**src/rtl/char_health_if.sv**
```systemverilog
// char_health_if: game-side bus of the character health controller
interface char_health_if;
    logic        frame_tick;
    logic [1:0]  game_active;
    logic        game_start;
    logic [11:0] char_x, char_y, char_lng, char_hgt;
    logic [11:0] boss_x, boss_y, boss_lng, boss_hgt;
    logic        hit_req;
    logic [3:0]  hit_dmg;
    logic [3:0]  char_hp;
    logic        invuln, hit_pulse, char_dead;
    modport master(
        output frame_tick, game_active, game_start,
        output char_x, char_y, char_lng, char_hgt,
        output boss_x, boss_y, boss_lng, boss_hgt,
        output hit_req, hit_dmg,
        input  char_hp, invuln, hit_pulse, char_dead
    );
    modport slave(
        input  frame_tick, game_active, game_start,
        input  char_x, char_y, char_lng, char_hgt,
        input  boss_x, boss_y, boss_lng, boss_hgt,
        input  hit_req, hit_dmg,
        output char_hp, invuln, hit_pulse, char_dead
    );
endinterface

```
**src/rtl/char_health_ctrl.sv**
```systemverilog
// char_health_ctrl: player HP, boss contact / hit damage, invulnerability window and death.
// Optional CHAR_HP_REGEN_EN adds slow HP regeneration while alive.
module char_health_ctrl #(
    parameter int MAX_HP        = 5,
    parameter int INVULN_FRAMES = 60,
    parameter int CONTACT_DMG   = 1,
    parameter int REGEN_FRAMES  = 300
) (
    input logic         clk,
    input logic         rst,
    char_health_if.slave bus
);
    localparam logic [1:0] S_IDLE   = 2'd0;
    localparam logic [1:0] S_ALIVE  = 2'd1;
    localparam logic [1:0] S_INVULN = 2'd2;
    localparam logic [1:0] S_DEAD   = 2'd3;
    localparam logic [3:0] HP_MAX   = 4'(MAX_HP);
    localparam logic [3:0] C_DMG    = 4'(CONTACT_DMG);
    localparam logic [7:0] INV_LOAD = 8'(INVULN_FRAMES);

    if (MAX_HP < 1 || MAX_HP > 15 || INVULN_FRAMES < 1 || INVULN_FRAMES > 255 ||
        CONTACT_DMG < 0 || CONTACT_DMG > 15 || REGEN_FRAMES < 1) begin : g_bad_param
        $error("char_health_ctrl: parameter out of range");
    end

    logic [1:0]         state;
    logic [3:0]         hp;
    logic [7:0]         inv_cnt;
    logic               ov_q, ov_prev, pulse;
    logic signed [12:0] dx, dy;
    logic [12:0]        adx, ady, sx, sy;
    logic               ov_d, contact, active, take, inv_tick, regen_step;
    logic [3:0]         dmg, hp_sub;

    always_comb begin
        dx  = {1'b0, bus.char_x} - {1'b0, bus.boss_x};
        dy  = {1'b0, bus.char_y} - {1'b0, bus.boss_y};
        adx = dx[12] ? 13'(-dx) : 13'(dx);
        ady = dy[12] ? 13'(-dy) : 13'(dy);
        sx  = {1'b0, bus.char_lng} + {1'b0, bus.boss_lng};
        sy  = {1'b0, bus.char_hgt} + {1'b0, bus.boss_hgt};
        ov_d = (adx < sx) && (ady < sy);
    end

    // simultaneous contact and projectile take the larger hit, never the sum
    assign contact  = ov_q & ~ov_prev;
    assign dmg      = (contact && bus.hit_req) ? ((bus.hit_dmg > C_DMG) ? bus.hit_dmg : C_DMG) :
                      contact ? C_DMG : bus.hit_req ? bus.hit_dmg : 4'd0;
    assign active   = bus.game_active == 2'd1;
    assign take     = state == S_ALIVE && active && dmg != 4'd0 && !bus.game_start;
    assign hp_sub   = (hp > dmg) ? hp - dmg : 4'd0;
    assign inv_tick = state == S_INVULN && active && bus.frame_tick && !bus.game_start;

`ifdef CHAR_HP_REGEN_EN
    localparam int RW = $clog2(REGEN_FRAMES + 1);
    logic [RW-1:0] regen_cnt;
    logic          regen_tick;

    assign regen_tick = state == S_ALIVE && active && hp < HP_MAX && bus.frame_tick;
    assign regen_step = regen_tick && !take && !bus.game_start && regen_cnt == RW'(REGEN_FRAMES - 1);

    always_ff @(posedge clk or negedge rst)
        if (!rst)
            regen_cnt <= '0;
        else if (bus.game_start || take || state != S_ALIVE || hp >= HP_MAX || regen_step)
            regen_cnt <= '0;
        else if (regen_tick)
            regen_cnt <= regen_cnt + RW'(1);
`else
    assign regen_step = 1'b0;
`endif

    always_ff @(posedge clk or negedge rst)
        if (!rst) begin
            state   <= S_IDLE;
            hp      <= HP_MAX;
            inv_cnt <= 8'd0;
            ov_q    <= 1'b0;
            ov_prev <= 1'b0;
            pulse   <= 1'b0;
        end else begin
            ov_q    <= ov_d;
            ov_prev <= ov_q;
            pulse   <= take;
            if (bus.game_start) begin
                state   <= S_ALIVE;
                hp      <= HP_MAX;
                inv_cnt <= 8'd0;
            end else if (take) begin
                hp      <= hp_sub;
                state   <= (hp_sub == 4'd0) ? S_DEAD : S_INVULN;
                inv_cnt <= (hp_sub == 4'd0) ? 8'd0 : INV_LOAD;
            end else if (inv_tick) begin
                inv_cnt <= inv_cnt - 8'd1;
                state   <= (inv_cnt == 8'd1) ? S_ALIVE : S_INVULN;
            end else if (regen_step) begin
                hp <= hp + 4'd1;
            end
        end

    assign bus.char_hp   = hp;
    assign bus.invuln    = state == S_INVULN;
    assign bus.hit_pulse = pulse;
    assign bus.char_dead = state == S_DEAD;
endmodule

```
**src/flat_wrapper.sv**
```systemverilog
// flat-port wrapper written by rule: the top's interface ports become plain ports
module char_health_ctrl_flat 
#(
    parameter int MAX_HP        = 5,
    parameter int INVULN_FRAMES = 60,
    parameter int CONTACT_DMG   = 1,
    parameter int REGEN_FRAMES  = 300
)
  (clk, rst, bus_frame_tick, bus_game_active, bus_game_start, bus_char_x, bus_char_y, bus_char_lng, bus_char_hgt, bus_boss_x, bus_boss_y, bus_boss_lng, bus_boss_hgt, bus_hit_req, bus_hit_dmg, bus_char_hp, bus_invuln, bus_hit_pulse, bus_char_dead);
  char_health_if bus_i ();
  input logic clk;
  input logic rst;
  input wire logic [$bits(bus_i.frame_tick)-1:0] bus_frame_tick;
  input wire logic [$bits(bus_i.game_active)-1:0] bus_game_active;
  input wire logic [$bits(bus_i.game_start)-1:0] bus_game_start;
  input wire logic [$bits(bus_i.char_x)-1:0] bus_char_x;
  input wire logic [$bits(bus_i.char_y)-1:0] bus_char_y;
  input wire logic [$bits(bus_i.char_lng)-1:0] bus_char_lng;
  input wire logic [$bits(bus_i.char_hgt)-1:0] bus_char_hgt;
  input wire logic [$bits(bus_i.boss_x)-1:0] bus_boss_x;
  input wire logic [$bits(bus_i.boss_y)-1:0] bus_boss_y;
  input wire logic [$bits(bus_i.boss_lng)-1:0] bus_boss_lng;
  input wire logic [$bits(bus_i.boss_hgt)-1:0] bus_boss_hgt;
  input wire logic [$bits(bus_i.hit_req)-1:0] bus_hit_req;
  input wire logic [$bits(bus_i.hit_dmg)-1:0] bus_hit_dmg;
  output wire logic [$bits(bus_i.char_hp)-1:0] bus_char_hp;
  output wire logic [$bits(bus_i.invuln)-1:0] bus_invuln;
  output wire logic [$bits(bus_i.hit_pulse)-1:0] bus_hit_pulse;
  output wire logic [$bits(bus_i.char_dead)-1:0] bus_char_dead;
  assign bus_i.frame_tick = bus_frame_tick;
  assign bus_i.game_active = bus_game_active;
  assign bus_i.game_start = bus_game_start;
  assign bus_i.char_x = bus_char_x;
  assign bus_i.char_y = bus_char_y;
  assign bus_i.char_lng = bus_char_lng;
  assign bus_i.char_hgt = bus_char_hgt;
  assign bus_i.boss_x = bus_boss_x;
  assign bus_i.boss_y = bus_boss_y;
  assign bus_i.boss_lng = bus_boss_lng;
  assign bus_i.boss_hgt = bus_boss_hgt;
  assign bus_i.hit_req = bus_hit_req;
  assign bus_i.hit_dmg = bus_hit_dmg;
  assign bus_char_hp = bus_i.char_hp;
  assign bus_invuln = bus_i.invuln;
  assign bus_hit_pulse = bus_i.hit_pulse;
  assign bus_char_dead = bus_i.char_dead;
  char_health_ctrl #(.MAX_HP(MAX_HP), .INVULN_FRAMES(INVULN_FRAMES), .CONTACT_DMG(CONTACT_DMG), .REGEN_FRAMES(REGEN_FRAMES)) u_core (.clk(clk), .rst(rst), .bus(bus_i));
endmodule
```
**config.mk**
```make
export PLATFORM = sky130hd
export DESIGN_NAME = char_health_ctrl_flat
export DESIGN_NICKNAME = d
export VERILOG_FILES = /design/src/rtl/char_health_if.sv /design/src/rtl/char_health_ctrl.sv /design/src/flat_wrapper.sv
export SDC_FILE = /design/constraint.sdc
export NUM_CORES = 1
export LEC_CHECK = 0
export ABC_CLOCK_PERIOD_IN_PS = 2600
export CAP_MARGIN = 20
export CORE_MARGIN = 4
export CORE_UTILIZATION = 50
export CTS_CLUSTER_SIZE = 12
export DETAILED_ROUTE_END_ITERATION = 7
export PLACE_DENSITY_LB_ADDON = 0.12
export SETUP_SLACK_MARGIN = 0.15
export SYNTH_ARGS = -nofsm -noshare
export SYNTH_HDL_FRONTEND = slang
export SYNTH_SLANG_ARGS = --single-unit
```
**constraint.sdc**
```tcl
create_clock -name clk -period 2.6 [get_ports clk]
set_input_delay 0.26 -clock clk [delete_from_list [all_inputs] [get_ports clk]]
set_output_delay 0.26 -clock clk [all_outputs]
set_load 0.02 [all_outputs]
```
==> flow_metrics.py <==
metrics = {
    "clock_network": {
        "cts_buffer_depth": 2,
        "cts_sinks": 17,
        "root_buffer": "clkbuf_8",
        "htreeDepth": 1,
        "clkLatencyLatePin_ns": 0.25,
        "cts_made_buffers": 3,
        "cts.clk_slew.worst_paths_ns": 0.07,
        "cts_tree": "yes",
    },
    "outcome": {
        "violations": "negative setup slack",
        "status": "finished with violations",
    },
    "run": {
        "maxCapViolations": 0,
    },
    "critical_path": {
        "cpLargestDelayFamily": "compound AO/OA/AOI/OAI gates",
        "cp_slowest_cell": "xnor2_1",
        "critPathMaxStageDelay_ns": 0.47,
        "startpoint_type": "input port",
        "crit_type": "in -> reg",
        "crit_arrival_ns": 3.55,
        "crit_buf_inv": 3,
        "path_cells": "clkdlybuf4s50_1 -> inv_1 -> ha_2 -> o21a_1 -> nor2_1 -> a311o_1 -> nand2_1 -> xnor2_1 -> a41oi_2 -> xor2_1 -> ha_1 -> nand4_1 -> buf_4 -> o2111ai_2 -> nor3_2",
        "worstPathRequired_ns": 2.73,
        "r2r_cells": 13,
        "critical_path_depth": 15,
        "cp-end-kind": "flop",
        "startpoint": "bus_boss_x[6]",
        "timing.rr.start": "u_core.ov_prev$_DFF_PN0_",
        "worstPathMaxFanout": 4,
    },
    "global_route": {
        "gr-usage-all-layers_pct": 31.1,
        "top_usage_layer": "met2",
        "grt_max_degree": 18,
        "grt.met1_usage_pct": 33.7,
        "use_met2_pct": 58.4,
        "antenna_found_initial": 0,
        "grt_util_met3_pct": 4.71,
        "grt_pass1_wl_mm": 25.4,
        "first_global_vias": 5649,
        "grt-ovfl-total": 0,
    },
    "synthesis": {
        "synth_most_common_cell": "ha_1",
        "synthTopCellsByCount": "ha_1 (80), nor2_1 (60), inv_1 (48)",
        "syn_avg_cell_area_um2": 7.81,
        "yosysWarnings": 0,
        "synth_top_cell_area_share_pct": 24.8,
        "syn-cell-area_um2": 4040,
        "ys_seq_area_share_pct": 10.6,
        "synth_edf_count": 0,
        "syn_inst": 518,
        "ys_ff_latch": 17,
        "synth.distinct_cells": 66,
        "yosys.area.top_type": "ha_1",
        "synthFlopType": "dfrtp_1",
        "synthArstFlopShare_pct": 100,
        "syn_nets": 710,
        "yosys-top-cells-area": "ha_1 (25%), dfrtp_1 (9.3%), xor2_1 (6.9%), xnor2_1 (5.6%), nor2_1 (5.6%)",
    },
    "worst_hold_path": {
        "hold_class": "in -> async",
    },
    "die": {
        "num_rows": 32,
        "die_height_um": 97.9,
        "die-area_um2": 9590,
        "dieWidth_um": 97.9,
        "core-area_um2": 7810,
        "ios": 114,
        "initial_utilization_pct": 51.8,
    },
    "drt": {
        "drtPass1Iterations": 5,
        "avgViaCountPerCell": 6.07,
        "drc": 0,
        "postRouteAntennaNets": 0,
        "drt_iter0_markers": 307,
        "via_count": 5438,
        "routedWlPerCell_um": 18.7,
        "drt-total-wl_mm": 16.8,
    },
    "timing": {
        "slew-limit-headroom_pct": 49.7,
        "tns_ns": -0.825,
        "rsz0062_at_grt": "yes",
        "slew_viol_final": 0,
        "hold_viol_final": 0,
        "period_needed_ns": 3.42,
        "fin_crit_sh_pct": 132,
        "fin_ws_ns": -0.825,
        "worstMarginPinSlew_ns": 0.752,
        "setup_viol_count_final": 1,
        "finalClockSkew_ns": 0.00656,
        "fmax_ghz": 0.292,
    },
    "power": {
        "p_per_area_nw_per_um2": 401,
        "ir_drop_mv": 0.200,
        "p_leak_uw": 0.00337,
    },
    "finish": {
        "num-nets-final": 987,
        "final_util_pct": 91.3,
        "area_delta_synth_final_pct": 76.2,
        "drive_gt1_share_pct": 36.5,
        "num_antenna_cells": 0,
        "stdcell_area_um2": 7130,
    },
    "place": {
        "dpl_cell_area_um2": 6230,
        "dpl.hpwl_mm": 9.74,
        "portBuffers": 113,
        "place.gp.congestion": 0.910,
    },
}
## layout by cell type (no fill, tap or decap), types with 13 or more instances in the layout
cell             instances
dfrtp_1                 15
xor2_1                  29
nor3_1                  13
a21oi_1                 32
nor2_1                  53
nand2_1                 23
buf_4                  160
dlygate4sd2_1           24
xnor2_1                 20
inv_1                   37
clkdlybuf4s50_1         72
ha_1                    62
## stage by stage
stage               std cells  power [uW]  hold slack [ns]  setup slack (ns)
floorplan                 518        1380          -0.0356            -0.503
global placement          851        2020            0.366             -1.18
detailed placement        851        2110            0.375             -1.37
CTS                       892        2540            0.389            -0.515
global route              896        3030            0.461            -0.902
finish                    896        2860            0.448            -0.825
## layer usage
layer | share of wire (%) | vias up | wire length [um]
met5 | 0 | - | 0
met4 | 6.5 | 0 | 1090
met3 | 7.0 | 108 | 1170
met2 | 50 | 349 | 8450
met1 | 36 | 2545 | 6080
li1 | - | 2436 | -
## flip-flops by register name, indices dropped and copies added (netlist names)
name	count
u_core.bus.hit_pulse	1
u_core.inv_cnt	8
u_core.bus.char_hp	4
u_core.ov_prev	1
u_core.ov_q	1
u_core.state	2
## what timing repair did
action	CTS	global route
buffers inserted	36	4
pin swaps	83	24
gates cloned	1	0
hold buffers	0	0
resized for setup	165	30
endpoints found under the setup margin	9	9
## cells by family (layout without fill, tap and decap cells)
family / count (synthesis) / count (layout) / share of synthesized area [%]
flip-flops: 17 / 17 / 10.6
adder cells (fa/ha/maj): 85 / 85 / 27.2
AO/OA/AOI/OAI: 136 / 136 / 23.5
buffers and inverters: 54 / 329 / 5.23
XOR/XNOR: 58 / 58 / 12.6
AND/OR/NAND/NOR: 168 / 169 / 20.9
## worst register-to-register path: stages (launching register included)
cell      delay [ns]
dfrtp_1         0.36
nand2b_4        0.14
nand2b_4        0.15
nand2_2         0.08
ha_4            0.13
inv_2           0.04
fa_2            0.36
xor2_2          0.17
nor3b_2         0.18
o21ai_1         0.09
a21oi_1         0.15
buf_4           0.15
a311oi_2        0.05
o22a_1          0.22
## final timing paths
path	slack [ns]	to
hold / removal	0.45	u_core.bus.hit_pulse$_DFF_PN0_
setup reg to reg	0.23	u_core.inv_cnt[2]$_DFFE_PN0P_
min in group clk	0.45	u_core.ov_prev$_DFF_PN0_
max in group asynchronous	1.67	u_core.ov_q$_DFF_PN0_
hold reg to reg	0.45	u_core.ov_prev$_DFF_PN0_
setup / recovery	-0.82	u_core.ov_q$_DFF_PN0_
## where the power goes
| part | internal (uW) | switching (uW) |
|---|---|---|
| Sequential | 310 | 44.4 |
| Clock | 109 | 88.0 |
| Combinational | 1180 | 1130 |
## layout make-up
cell class	count	area, um^2
clock buffers	4	45.0
repair buffers	277	2310
well taps	102	128
flip-flops and latches	17	428
multi-input cells	448	4030
fillers	322	682
inverters	48	180
(Power assumes the default switching activity.)
